## config.mk

```make
export PLATFORM = sky130hd
export DESIGN_NAME = cdc_pulse_tx
export DESIGN_NICKNAME = d
export VERILOG_FILES = /design/src/rtl/cdc_pulse_tx_pkg.sv /design/src/rtl/cdc_pulse_tx_chk.sv /design/src/rtl/cdc_pulse_tx_sync_2dff.sv /design/src/rtl/cdc_pulse_tx.sv
export SDC_FILE = /design/constraint.sdc
export NUM_CORES = 1
export LEC_CHECK = 0
export CORE_ASPECT_RATIO = 0.75
export CORE_MARGIN = 2
export CORE_UTILIZATION = 50
export CTS_CLUSTER_DIAMETER = 40
export CTS_CLUSTER_SIZE = 30
export DETAILED_ROUTE_END_ITERATION = 8
export PLACE_DENSITY_LB_ADDON = 0.3
export SYNTH_ARGS = -nofsm -noshare
export SYNTH_HDL_FRONTEND = slang
export SYNTH_SLANG_ARGS = --single-unit
```

## constraint.sdc

```tcl
create_clock -name clk_i -period 2.89 [get_ports clk_i]
set_input_delay 0.289 -clock clk_i [delete_from_list [all_inputs] [get_ports clk_i]]
set_output_delay 0.289 -clock clk_i [all_outputs]
set_load 0.01 [all_outputs]
```

## src/rtl/cdc_pulse_tx_pkg.sv

```systemverilog
// Shared types and constants for the cdc_pulse_tx event transmitter.
package cdc_pkg;

  typedef enum logic [1:0] {
    IDLE    = 2'd0,
    HOLD    = 2'd1,
    ACK_LOW = 2'd2,
    GAP     = 2'd3
  } cdc_tx_state_t;

  localparam int unsigned MIN_HOLD_CYCLES = 1;

  function automatic int unsigned max3(input int unsigned a, input int unsigned b,
                                       input int unsigned c);
    int unsigned m;
    m = (a > b) ? a : b;
    return (m > c) ? m : c;
  endfunction

endpackage

```

## src/rtl/cdc_pulse_tx_chk.sv

```systemverilog
// Simulation-only property checker bound to the cdc_pulse_tx ports.
module cdc_pulse_tx_chk #(
  parameter int unsigned CNT_W = 16
) (
  input logic             clk_i,
  input logic             rst_ni,
  input logic             valid_i,
  input logic             ready_o,
  input logic             pulse_o,
  input logic [CNT_W-1:0] count_o,
  input logic             err_o
);

  a_accept_raises_pulse: assert property (@(posedge clk_i)
    (rst_ni && valid_i && ready_o) |=> pulse_o);

  a_err_sticky: assert property (@(posedge clk_i)
    (rst_ni && err_o) |=> err_o);

  a_count_step: assert property (@(posedge clk_i)
    rst_ni |=> ((count_o == $past(count_o)) ||
                (count_o == CNT_W'($past(count_o) + CNT_W'(1'b1)))));

  a_idle_is_low: assert property (@(posedge clk_i) disable iff (!rst_ni)
    ready_o |-> !pulse_o);

endmodule

```

## src/rtl/cdc_pulse_tx_sync_2dff.sv

```systemverilog
// Two-flop synchronizer bringing an asynchronous level into the clk_i domain.
module sync_2dff #(
  parameter int unsigned W = 1
) (
  input  logic         clk_i,
  input  logic         rst_ni,
  input  logic [W-1:0] d_i,
  output logic [W-1:0] q_o
);

  logic [W-1:0] meta_q;
  logic [W-1:0] sync_q;

  // first stage may go metastable; second stage gives it a full cycle to settle
  always_ff @(posedge clk_i) begin
    if (!rst_ni) begin
      meta_q <= '0;
      sync_q <= '0;
    end else begin
      meta_q <= d_i;
      sync_q <= meta_q;
    end
  end

  assign q_o = sync_q;

endmodule

```

## src/rtl/cdc_pulse_tx.sv

```systemverilog
// Source-side single-bit event transmitter: timed level pulse plus mandatory low gap.
// Optional 4-phase ack handshake with timeout is enabled by defining CDC_PULSE_TX_ACK_EN.
module cdc_pulse_tx
  import cdc_pkg::*;
#(
  parameter int unsigned HOLD_CYCLES = 4,
  parameter int unsigned GAP_CYCLES  = 4,
  parameter int unsigned ACK_TIMEOUT = 64,
  parameter int unsigned CNT_W       = 16
) (
  input  logic             clk_i,
  input  logic             rst_ni,
  input  logic             valid_i,
  output logic             ready_o,
  output logic             pulse_o,
  input  logic             ack_async_i,
  output logic [CNT_W-1:0] count_o,
  output logic             err_o
);

  localparam int unsigned TMAX = max3(HOLD_CYCLES, GAP_CYCLES, ACK_TIMEOUT);
  localparam int unsigned TW   = (TMAX < 1) ? 1 : $clog2(TMAX + 1);

  localparam logic [TW-1:0] HOLD_LOAD = TW'(HOLD_CYCLES - 1);
  localparam logic [TW-1:0] GAP_LOAD  = TW'(GAP_CYCLES - 1);

  if ((HOLD_CYCLES < MIN_HOLD_CYCLES) || (GAP_CYCLES < 1) || (ACK_TIMEOUT < 1)) begin : g_param_err
    $error("cdc_pulse_tx: HOLD_CYCLES, GAP_CYCLES and ACK_TIMEOUT must all be >= 1");
  end

  cdc_tx_state_t    state_q, state_d;
  logic [TW-1:0]    timer_q, timer_d;
  logic [TW-1:0]    timer_dec_s;
  logic             pulse_q, pulse_d;
  logic [CNT_W-1:0] count_q, count_d;

`ifdef CDC_PULSE_TX_ACK_EN
  localparam logic [TW-1:0] ACK_LOAD = TW'(ACK_TIMEOUT - 1);

  logic ack_sync_s;
  logic ack_wait_q, ack_wait_d;
  logic err_q, err_d;

  sync_2dff #(.W(1)) u_ack_sync (
    .clk_i  (clk_i),
    .rst_ni (rst_ni),
    .d_i    (ack_async_i),
    .q_o    (ack_sync_s)
  );

  // ack_wait marks the phase of HOLD after the minimum hold has elapsed
  always_ff @(posedge clk_i) begin
    if (!rst_ni) begin
      ack_wait_q <= 1'b0;
      err_q      <= 1'b0;
    end else begin
      ack_wait_q <= ack_wait_d;
      err_q      <= err_d;
    end
  end

  assign err_o = err_q;
`else
  logic ack_unused_s;
  assign ack_unused_s = ack_async_i;
  assign err_o        = 1'b0;
`endif

  assign timer_dec_s = (timer_q == '0) ? '0 : (timer_q - TW'(1'b1));

  always_comb begin
    state_d = state_q;
    timer_d = timer_q;
    pulse_d = pulse_q;
    count_d = count_q;
`ifdef CDC_PULSE_TX_ACK_EN
    ack_wait_d = ack_wait_q;
    err_d      = err_q;
`endif
    case (state_q)
      IDLE: begin
        if (valid_i) begin
          state_d = HOLD;
          timer_d = HOLD_LOAD;
          pulse_d = 1'b1;
`ifdef CDC_PULSE_TX_ACK_EN
          ack_wait_d = 1'b0;
`endif
        end else begin
          pulse_d = 1'b0;
        end
      end
      HOLD: begin
`ifdef CDC_PULSE_TX_ACK_EN
        if (!ack_wait_q) begin
          if (timer_q != '0) begin
            timer_d = timer_dec_s;
          end else if (ack_sync_s) begin
            state_d = ACK_LOW;
            timer_d = ACK_LOAD;
            pulse_d = 1'b0;
          end else begin
            ack_wait_d = 1'b1;
            timer_d    = ACK_LOAD;
          end
        end else begin
          if (ack_sync_s) begin
            state_d    = ACK_LOW;
            timer_d    = ACK_LOAD;
            pulse_d    = 1'b0;
            ack_wait_d = 1'b0;
          end else if (timer_q == '0) begin
            state_d    = GAP;
            timer_d    = GAP_LOAD;
            pulse_d    = 1'b0;
            ack_wait_d = 1'b0;
            err_d      = 1'b1;
          end else begin
            timer_d = timer_dec_s;
          end
        end
`else
        if (timer_q == '0) begin
          state_d = GAP;
          timer_d = GAP_LOAD;
          pulse_d = 1'b0;
          count_d = count_q + CNT_W'(1'b1);
        end else begin
          timer_d = timer_dec_s;
        end
`endif
      end
      ACK_LOW: begin
        pulse_d = 1'b0;
`ifdef CDC_PULSE_TX_ACK_EN
        if (!ack_sync_s) begin
          state_d = GAP;
          timer_d = GAP_LOAD;
          count_d = count_q + CNT_W'(1'b1);
        end else if (timer_q == '0) begin
          state_d = GAP;
          timer_d = GAP_LOAD;
          err_d   = 1'b1;
        end else begin
          timer_d = timer_dec_s;
        end
`else
        // unreachable without the handshake; recover to a safe state
        state_d = IDLE;
        timer_d = '0;
`endif
      end
      GAP: begin
        pulse_d = 1'b0;
        if (timer_q == '0) begin
          state_d = IDLE;
        end else begin
          timer_d = timer_dec_s;
        end
      end
      default: begin
        state_d = IDLE;
        timer_d = '0;
        pulse_d = 1'b0;
      end
    endcase
  end

  // a reset mid-event abandons it: pulse drops on this edge and nothing is counted
  always_ff @(posedge clk_i) begin
    if (!rst_ni) begin
      state_q <= IDLE;
      timer_q <= '0;
      pulse_q <= 1'b0;
      count_q <= '0;
    end else begin
      state_q <= state_d;
      timer_q <= timer_d;
      pulse_q <= pulse_d;
      count_q <= count_d;
    end
  end

  assign ready_o = (state_q == IDLE);
  assign pulse_o = pulse_q;
  assign count_o = count_q;

`ifndef SYNTHESIS
  cdc_pulse_tx_chk #(.CNT_W(CNT_W)) u_chk (
    .clk_i   (clk_i),
    .rst_ni  (rst_ni),
    .valid_i (valid_i),
    .ready_o (ready_o),
    .pulse_o (pulse_o),
    .count_o (count_o),
    .err_o   (err_o)
  );
`endif

endmodule

```

==> results of run 1 <==
metal layers:
metal / up-vias / wire, um / track usage (%)
li1: 611 / - / -
met1: 575 / 1303 / 24.74
met2: 37 / 1285 / 33.68
met3: 3 / 176 / 5.116
met4: 0 / 12 / 2.536
met5: - / 0 / 0
worst max-delay path by stage:
stage          slack [ns]          end        from  cells after the start
4_1_cts              0.67  count_o[15]  timer_q[0]                      6
6_report             0.69  count_o[15]  timer_q[0]                      6
2_1_floorplan        1.24   count_o[4]  timer_q[0]                      6
3_3_place_gp         0.81  count_o[15]  timer_q[0]                      6
3_5_place_dp         0.74  count_o[15]  timer_q[0]                      6
5_1_grt              0.41  count_o[15]  timer_q[0]                      6
synthesized netlist by cell type, drive strengths merged (3+ instances only):
library cell	instances
dfxtp	26
a21oi	15
nor2	12
o21ai	12
or3	11
nand2	9
nand3	8
inv	5
nand4	5
xnor2	5
clkbuf	4
nor3	4
a31oi	3
and2	3
buf	3
ha	3
nor2b	3
sequential cells by signal (all words and copies together) (netlist names):
register,count
pulse_o,1
state_q,2
timer_q,7
count_o,16
final cells by class:
type / instances / area [sq um]
fill: 214 / 967.2
multi-input combinational: 116 / 752.0
sequential: 26 / 520.5
timing repair buffer: 23 / 222.7
tap: 36 / 45.04
clock inverter: 1 / 30.03
clock buffer: 3 / 22.52
inverter: 6 / 22.52
critical path, delay by kind of cell, from the launching register on:
family	cells	cell delay, ns
AND/OR/NAND/NOR	3	1.37
adder cells (fa/ha/maj)	1	0.18
buffers and inverters	1	0.09
flip-flops	1	0.37
AO/OA/AOI/OAI	1	0.15
power by group:
part	internal (mW)	switching (mW)	leakage, nW
logic	0.0717	0.0911	0.311
clock network	0.140	0.112	0.0279
registers	0.375	0.0207	0.211
total	0.587	0.224	0.550
stage by stage:
stage	util [%]	worst slack (ns)	area (sq um)	std cells	hold slack [ns]
after floorplan	-	1.239	1334	155	0.4560
after global placement	60.51	0.8102	1563	207	0.4631
after detailed placement	60.51	0.7430	1563	207	0.4707
after CTS	62.55	0.6706	1615	211	0.5127
after global routing	62.55	0.4138	1615	211	0.5515
final	62.55	0.6876	1615	211	0.5110
logic make-up (layout without fill, tap and decap cells):
logic type	Yosys count	count (layout)	synth area share, %
flops	26	26	39.02
buf+inv	13	33	4.596
mux	1	1	0.7505
other cells	1	1	0.2812
fa+ha+maj	3	3	2.815
xor+xnor	7	7	4.597
compound gates	38	38	16.42
simple gates	66	66	31.52
==> out/qor.yml, run 1 <==
clocking:
  cts_tree: "done"
  clkSlewWorstSetupHoldPaths_ns: 0.14
  cts_resized: 0
  postCtsSetupBuffers: 0
  numCtsBuffers: 3
  cts_hold_buffers: 0
  cts_root_buf: "clkbuf_4"
  clockBufferDepth: 2
  cts_sinks: 26
  clk_latency_ns: 0.33
  cts_htree_levels: 1
run:
  maxCapViolations: 0
sta:
  period_share_pct: 76.21
  max_freq_mhz: 454.1
  report.final.slew_viol_count: 0
  setup_viol: 0
  rsz0062_at_grt: "false"
  setup_tns_ns: 0
  final_hold_viol_count: 0
  finClkSkew_ns: 0.005822
  slew_headroom_pct: 57.77
  tightest_slew_ns: 0.6286
  min_period_ns: 2.202
power:
  finalPower_uw: 811.0
  power_density_nw_per_um2: 502.1
  p_leak_nw: 0.5503
  peakVddDrop_uv: 337.4
critical_path:
  critPathKind: "flop to flop"
  r2r_start: "timer_q[0]"
  r2r_slack_ns: 0.69
  cpPeakStageDelay_ns: 0.60
  r2r-end: "count_o[15]"
  critPathCaptureType: "flop"
  critPathArrivalTime_ns: 2.48
  required_ns: 3.17
  slowest_stage: "or4_1"
  rr_worst_depth: 6
  path_cells: "inv_1 -> ha_1 -> nor3b_4 -> nand4_1 -> or4_1 -> a21oi_1"
  worstPathMaxFanout: 11
  crit_path_start_kind: "flop"
hold_path:
  hp-class: "flop to flop"
  min_from: "count_o[13]"
  hold_depth: 2
  min_to: "count_o[13]"
finish:
  final_cell_mix: "26 x dfxtp_1, 20 x clkdlybuf4s50_1, 15 x a21oi_1, 12 x nor2_1, 12 x o21ai_0"
  layout-drive-gt1-share_pct: 8.571
  syn_to_final_growth_pct: 21.11
  num_antenna_cells: 0
  num-nets-final: 183
  layout_commonest_cell: "dfxtp_1"
synthesis:
  synth_cell_types: 42
  yosysTopAreaCell: "dfxtp_1"
  syn_inst: 155
  synth-edff-count: 0
  synth_ff_type: "dfxtp_1"
  async_flop_share_pct: 0
  ys_warn_count: 0
  synthesis.area_sq_um: 1334
  synth_area_per_cell_sq_um: 8.605
  synthDominantCellAreaShare_pct: 39.02
  syn_nets: 162
  synth.area.top_cells: "dfxtp_1 39%, a21oi_1 5.6%, or3_1 5.2%"
  yosysSeqAreaShare_pct: 39.02
  yosys_register_bits: 26
place:
  gp_congestion: 0.8761
  place.port_buffers: 20
  dp_hpwl_um: 2034
die:
  rows: 16
  fp.dieH_um: 48.73
  die_area_sq_um: 3101
  die_x_um: 63.64
  start_util_pct: 51.65
  core-area_sq_um: 2582
  num_io_pins: 23
route:
  wire_per_inst_um: 13.16
  drtAntennaViolNets: 0
  vias: 1226
  dr.pass1.iters: 4
  drtIter0Drc: 48
  wl_um: 2777
  drcViolationCount: 0
  drt-vias-per-instance: 5.810
global_routing:
  grt_pass1_wl_um: 4823
  grt.total_usage_pct: 19.35
  antenna_found_initial: 0
  grt_max_degree: 19
  grt_pass1_vias: 1084
  gr-total-overflow: 0
status:
  status: "completed"
Power figures use the tool's default switching activity.
==> inputs of run 2 (changes only) <==
- CORE_UTILIZATION: 50 -> 46
- clock period: 2.89 -> 1.97 ns (I/O delays scaled with it)
==> run 2 against run 1 <==
- setup slack lost 0.60 ns
- clock skew fell by 0.0034 ns
- die area is 8.0% higher
- largest power group unchanged
- register-to-register slack got worse by 0.60 ns
- routed wire length increased by 15%
- total power up 42%
- combinational power is 63% higher
- global-route usage rose by 1.6 points
- critical path depth rose by 1
- first-iteration DRC count up 58%
- non-clock buffer count is 5 higher
- critical endpoint is now count_o[13]
- fmax up 17%
==> out/qor.yml, run 2 (synthesis gave the netlist of run 1 again) <==
clocking:
  cts_htree_levels: 1  # unchanged
  clockBufferDepth: 2  # unchanged
  cts_tree: "done"
  numCtsBuffers: 3  # unchanged
  cts_hold_buffers: 0  # unchanged
  cts_sinks: 26  # unchanged
  clkSlewWorstSetupHoldPaths_ns: 0.09  # -0.05 ns
  clk_latency_ns: 0.27  # -0.06 ns
  cts_root_buf: "clkbuf_8"
global_routing:
  grt_max_degree: 19  # unchanged
  grt.total_usage_pct: 20.96  # +1.6 points
  grt_pass1_vias: 1201  # +11%
  gr-total-overflow: 0  # unchanged
  grt_pass1_wl_um: 5402  # +12%
  antenna_found_initial: 0  # unchanged
hold_path:
  hp-class: "flop to flop"
die:
  fp.dieH_um: 50.64  # +3.9%
  core-area_sq_um: 2683  # +3.9%
  rows: 16  # unchanged
  die_area_sq_um: 3351  # +8.0%
  start_util_pct: 49.72  # -1.9 points
  num_io_pins: 23  # unchanged
  die_x_um: 66.18  # +4.0%
power:
  power_density_nw_per_um2: 700.6  # +40%
  power.switching_uw: 345.7  # +54%
  p_int_uw: 807.1  # +37%
  peakVddDrop_uv: 370.0  # +9.7%
  finalPower_mw: 1.153  # +42%
  power_frac_comb_pct: 23.0  # +2.9 points
  swShare_pct: 29.99  # +2.4 points
  pwr-share-clk_pct: 26.7  # -4.4 points
  p_leak_nw: 0.5682  # +3.3%
  pwr-share-seq_pct: 50.4  # +1.6 points
finish:
  regArea_sq_um: 520.5  # unchanged
  num_antenna_cells: 0  # unchanged
  multiInputGateArea_sq_um: 755.7  # +0.50%
  syn_to_final_growth_pct: 23.36
  layout-drive-gt1-share_pct: 11.17  # +2.6 points
  largest_reg_flops: 16  # unchanged
  design_area_sq_um: 1645  # +1.9%
  fillers: 261  # +22%
  utilization_pct: 61.33  # -1.2 points
  num-nets-final: 188  # +2.7%
  layout_commonest_cell: "dfxtp_1"
  final_cell_mix: "26 x dfxtp_1, 20 x clkdlybuf4s50_1, 14 x a21oi_1, 12 x nor2_1, 12 x o21ai_0"
  instances_no_fill: 215  # +1.9%
place:
  placed_cell_area_sq_um: 1578  # +0.96%
  gp_congestion: 0.8675  # -0.98%
  numPlacedInstances: 209  # +0.97%
  place.port_buffers: 20  # unchanged
  dp_hpwl_um: 2310  # +14%
route:
  dr.pass1.iters: 4  # unchanged
  vias: 1285  # +4.8%
  drcViolationCount: 0  # unchanged
  wire_per_inst_um: 14.85  # +13%
  drt-vias-per-instance: 5.977  # +2.9%
  wl_um: 3192  # +15%
  drtAntennaViolNets: 0  # unchanged
  drtIter0Drc: 76  # +58%
sta:
  rsz0062_at_grt: "false"
  min_period_ns: 1.880  # -0.3220 ns
  finClkSkew_ns: 0.002430  # -0.003392 ns
  hold_slack_ns: 0.5022  # -0.008843 ns
  period_share_pct: 95.45  # +19 points
  final_hold_viol_count: 0  # unchanged
  setup_viol: 0  # unchanged
  max_freq_mhz: 531.8  # +17%
  report.final.slew_viol_count: 0  # unchanged
status:
  status: "completed"
critical_path:
  worstPathMaxFanout: 10  # -1
  path_cells: "inv_1 -> ha_1 -> nor3b_4 -> nand4_1 -> buf_4 -> or3_1 -> a21oi_2"
  cpPeakStageDelay_ns: 0.39  # -0.21 ns
  slowest_stage: "or3_1"
  required_ns: 2.18  # -0.99 ns
  critPathArrivalTime_ns: 2.09  # -0.39 ns
  cpLargestDelayFamily: "simple AND/OR/NAND/NOR gates"
  critPathKind: "flop to flop"
  crit_path_start_kind: "flop"
  crit_buf_inv: 2  # +1
  critPathCaptureType: "flop"
run:
  maxCapViolations: 0  # unchanged
-- run 2: changes by cell type in the layout (fill, tap and decap cells not counted) --
cell       before  now
buf_4           3    8
clkbuf_8        0    3
bufinv_16       1    0
a21oi_2         0    1
a21oi_1        15   14
clkbuf_4        3    0
-- run 2: worst min-delay path: cells and delay by family (launching register included) --
family	cells	cell delay, ns
AO/OA/AOI/OAI	2	0.13
flip-flops	1	0.34
-- run 2: metal layers --
| metal | global-route usage [%] | part of all wire [%] | up-vias |
|---|---|---|---|
| met3 | 5.605 | 5.3 | 10 |
| li1 | - | - | 618 |
| met2 | 35.33 | 49 | 42 |
| met4 | 6.803 | 2.1 | 0 |
| met1 | 25.90 | 44 | 615 |
| met5 | 0 | 0 | - |
-- run 2: worst paths after layout --
path | startpoint | to | slack [ns] | depth (start not counted)
worst max-delay path | timer_q[0] | count_o[13] | 0.09 | 7
worst min-delay path | count_o[15] | count_o[15] | 0.50 | 2
worst max register to register | timer_q[0] | count_o[13] | 0.09 | 7
worst min register to register | count_o[15] | count_o[15] | 0.50 | 2
-- run 2: power by group through the flow --
stage	clock [mW]	combinational, mW	sequential (mW)
after floorplan	0	0.181	0.587
after global placement	0	0.236	0.590
after detailed placement	0	0.244	0.592
after CTS	0.312	0.253	0.580
after global routing	0.334	0.290	0.584
final	0.307	0.265	0.581
-- run 2: area by class of cell --
| class | instances | area share (%) |
|---|---|---|
| clock buffers | 3 | 2.510 |
| inverters | 6 | 1.369 |
| multi-input cells | 116 | 45.93 |
| flip-flops and latches | 26 | 31.63 |
| well taps | 36 | 2.738 |
| repair buffers | 28 | 15.82 |
-- run 2: what timing repair did --
item / in CTS / in global routing
pin swaps: 0 / 2
gates resized for setup: 0 / 1
buffers inserted: 1 / 2
setup endpoints to repair: 1 / 1
-- run 2: stage by stage --
step                TNS [ns]  setup slack (ns)
detailed placement  -0.02609          -0.02609
CTS                        0           0.08386
floorplan                  0            0.3194
global route               0           0.01027
finish                     0           0.08964
global placement           0            0.1576
==> inputs of run 3 (changes only) <==
- CORE_UTILIZATION: 46 -> 25
- SYNTH_HIERARCHICAL: not set -> 1
==> run 3 against run 2 <==
- sequential power barely moved
- sequential share of layout area shrank 1.0 points
- largest cell class unchanged
- synthesized cell count did not move
- highest routed layer unchanged
==> out/qor.yml, run 3 <==
clocking:
  cts_htree_levels: 1  # unchanged
  cts_sinks: 26  # unchanged
  clkSlewWorstSetupHoldPaths_ns: 0.09  # about the same
  cts_root_buf: "clkbuf_8"
  postCtsSetupBuffers: 0  # -1
  numCtsBuffers: 3  # unchanged
  clk_latency_ns: 0.28  # about the same
  cts_tree: "done"
  cts_hold_buffers: 0  # unchanged
  cts_resized: 0  # unchanged
  clockBufferDepth: 2  # unchanged
power:
  peakVddDrop_uv: 218.4  # -41%
  finalPower_mw: 1.191  # +3.3%
  power_density_nw_per_um2: 700.3  # about the same
  p_leak_nw: 0.5751  # +1.2%
critical_path:
  critPathCaptureType: "flop"
  required_ns: 2.18  # about the same
  critPathKind: "flop to flop"
  critPathArrivalTime_ns: 1.97  # -0.12 ns
  crit_path_start_kind: "flop"
  worstPathMaxFanout: 10  # unchanged
synthesis:
  synth_commonest_cells: "26 x dfxtp_1, 15 x a21oi_1, 12 x nor2_1, 12 x o21ai_0, 11 x or3_1"
  synth.most_common_cell: "dfxtp_1"
  yosysSeqAreaShare_pct: 39.02  # unchanged
  synth_area_per_cell_sq_um: 8.605  # unchanged
  yosys_register_bits: 26  # unchanged
  syn_inst: 155  # unchanged
  yosysTopAreaCell: "dfxtp_1"
  synth.area.top_cells: "dfxtp_1 39%, a21oi_1 5.6%, or3_1 5.2%"
  syn_nets: 162  # unchanged
  synth-edff-count: 0  # unchanged
  synthDominantCellAreaShare_pct: 39.02  # unchanged
  synth_ff_type: "dfxtp_1"
  async_flop_share_pct: 0  # unchanged
  ys_warn_count: 6  # +6
  synth_cell_types: 42  # unchanged
  synthesis.area_sq_um: 1334  # unchanged
sta:
  finClkSkew_ns: 0.003814  # +0.001384 ns
  rsz0062_at_grt: "false"
  period_share_pct: 89.36  # -6.1 points
  min_period_ns: 1.760  # -0.1199 ns
  report.final.slew_viol_count: 0  # unchanged
  setup_tns_ns: 0  # unchanged
  final_hold_viol_count: 0  # unchanged
  hold_slack_ns: 0.4995  # -0.002662 ns
  max_freq_mhz: 568.0  # +6.8%
  setup_viol: 0  # unchanged
die:
  die_x_um: 88.34  # +33%
  num_io_pins: 23  # unchanged
  rows: 22  # +6
  die_area_sq_um: 5941  # +77%
  start_util_pct: 26.62  # -23 points
  fp.dieH_um: 67.26  # +33%
  core-area_sq_um: 5010  # +87%
global_routing:
  grt_pass1_vias: 1051  # -12%
  antenna_found_initial: 0  # unchanged
  grt.total_usage_pct: 10.57  # -10 points
  gr-total-overflow: 0  # unchanged
  grt_max_degree: 19  # unchanged
  grt_pass1_wl_um: 4871  # -9.8%
finish:
  fillers: 544  # +110%
  layout-drive-gt1-share_pct: 11.11  # -0.062 points
  num_antenna_cells: 0  # unchanged
  instances_no_fill: 252  # +17%
  num-nets-final: 188  # unchanged
  final_cell_mix: "26 x dfxtp_1, 20 x clkdlybuf4s50_1, 15 x a21oi_1, 12 x nor2_1, 12 x o21ai_0"
  layout_commonest_cell: "dfxtp_1"
  largest_reg_flops: 16  # unchanged
  syn_to_final_growth_pct: 27.49
route:
  vias: 1193  # -7.2%
  dr.pass1.iters: 4  # unchanged
  wl_um: 3044  # -4.6%
  drcViolationCount: 0  # unchanged
  drtIter0Drc: 56  # -26%
  drtAntennaViolNets: 0  # unchanged
  wire_per_inst_um: 12.08  # -19%
  drt-vias-per-instance: 4.734  # -21%
status:
  status: "completed"
place:
  numPlacedInstances: 247  # +18%
  dp_hpwl_um: 2193  # -5.1%
  gp_congestion: 0.8105  # -6.6%
  place.port_buffers: 20  # unchanged
run:
  maxCapViolations: 0  # unchanged
hold_path:
  hp-class: "flop to flop"
## run 3: cell counts after synthesis
No cell type changed its count.
## run 3: layout make-up
cell class | instances | area [sq um] | area share, %
clock buffers | 4 | 55.05 | 3.238
repair buffers | 28 | 260.3 | 15.31
well taps | 72 | 90.09 | 5.298
multi-input cells | 116 | 752.0 | 44.22
flip-flops and latches | 26 | 520.5 | 30.61
inverters | 6 | 22.52 | 1.325
## run 3: worst max-delay path: stages, from the launching register on
cell,delay (ns)
dfxtp_1,0.41
nor4b_4,0.41
nand4_1,0.17
buf_4,0.21
or3_1,0.34
a21oi_1,0.14
## run 3: final timing paths
kind	start	endpoint	slack [ns]	depth (start not counted)
worst min-delay path	count_o[15]	count_o[15]	0.50	2
worst max register to register	timer_q[3]	count_o[13]	0.21	5
worst max-delay path	timer_q[3]	count_o[13]	0.21	5
worst min register to register	count_o[15]	count_o[15]	0.50	2
## run 3: per-stage QoR
stage	utilization, %	cell area, sq um	worst slack, ns
final	33.94	1700	0.2095
after floorplan	-	1334	0.3194
after CTS	33.79	1693	0.1173
after global placement	32.69	1638	0.1543
after detailed placement	32.69	1638	0.1554
after global routing	33.94	1700	0.08641
## run 3: cell families after synthesis
group,after synthesis,synth area share (%)
simple gates,66,31.52
compound gates,38,16.42
flops,26,39.02
buf+inv,13,4.596
xor+xnor,7,4.597
fa+ha+maj,3,2.815
other cells,1,0.2812
mux,1,0.7505
## run 3: where the power goes
group          leakage (nW)  internal, mW  switching, mW
Combinational         0.335         0.118          0.139
Sequential            0.211         0.549         0.0286
Clock                0.0288         0.179          0.177
Total                 0.575         0.847          0.344
## run 3: per-layer routing
metal,up-vias,routed length [um],GRT usage [%]
met5,-,0,0
met4,0,42,3.409
met3,5,136,3.178
met2,26,1198,15.70
met1,549,1666,14.64
li1,613,-,-
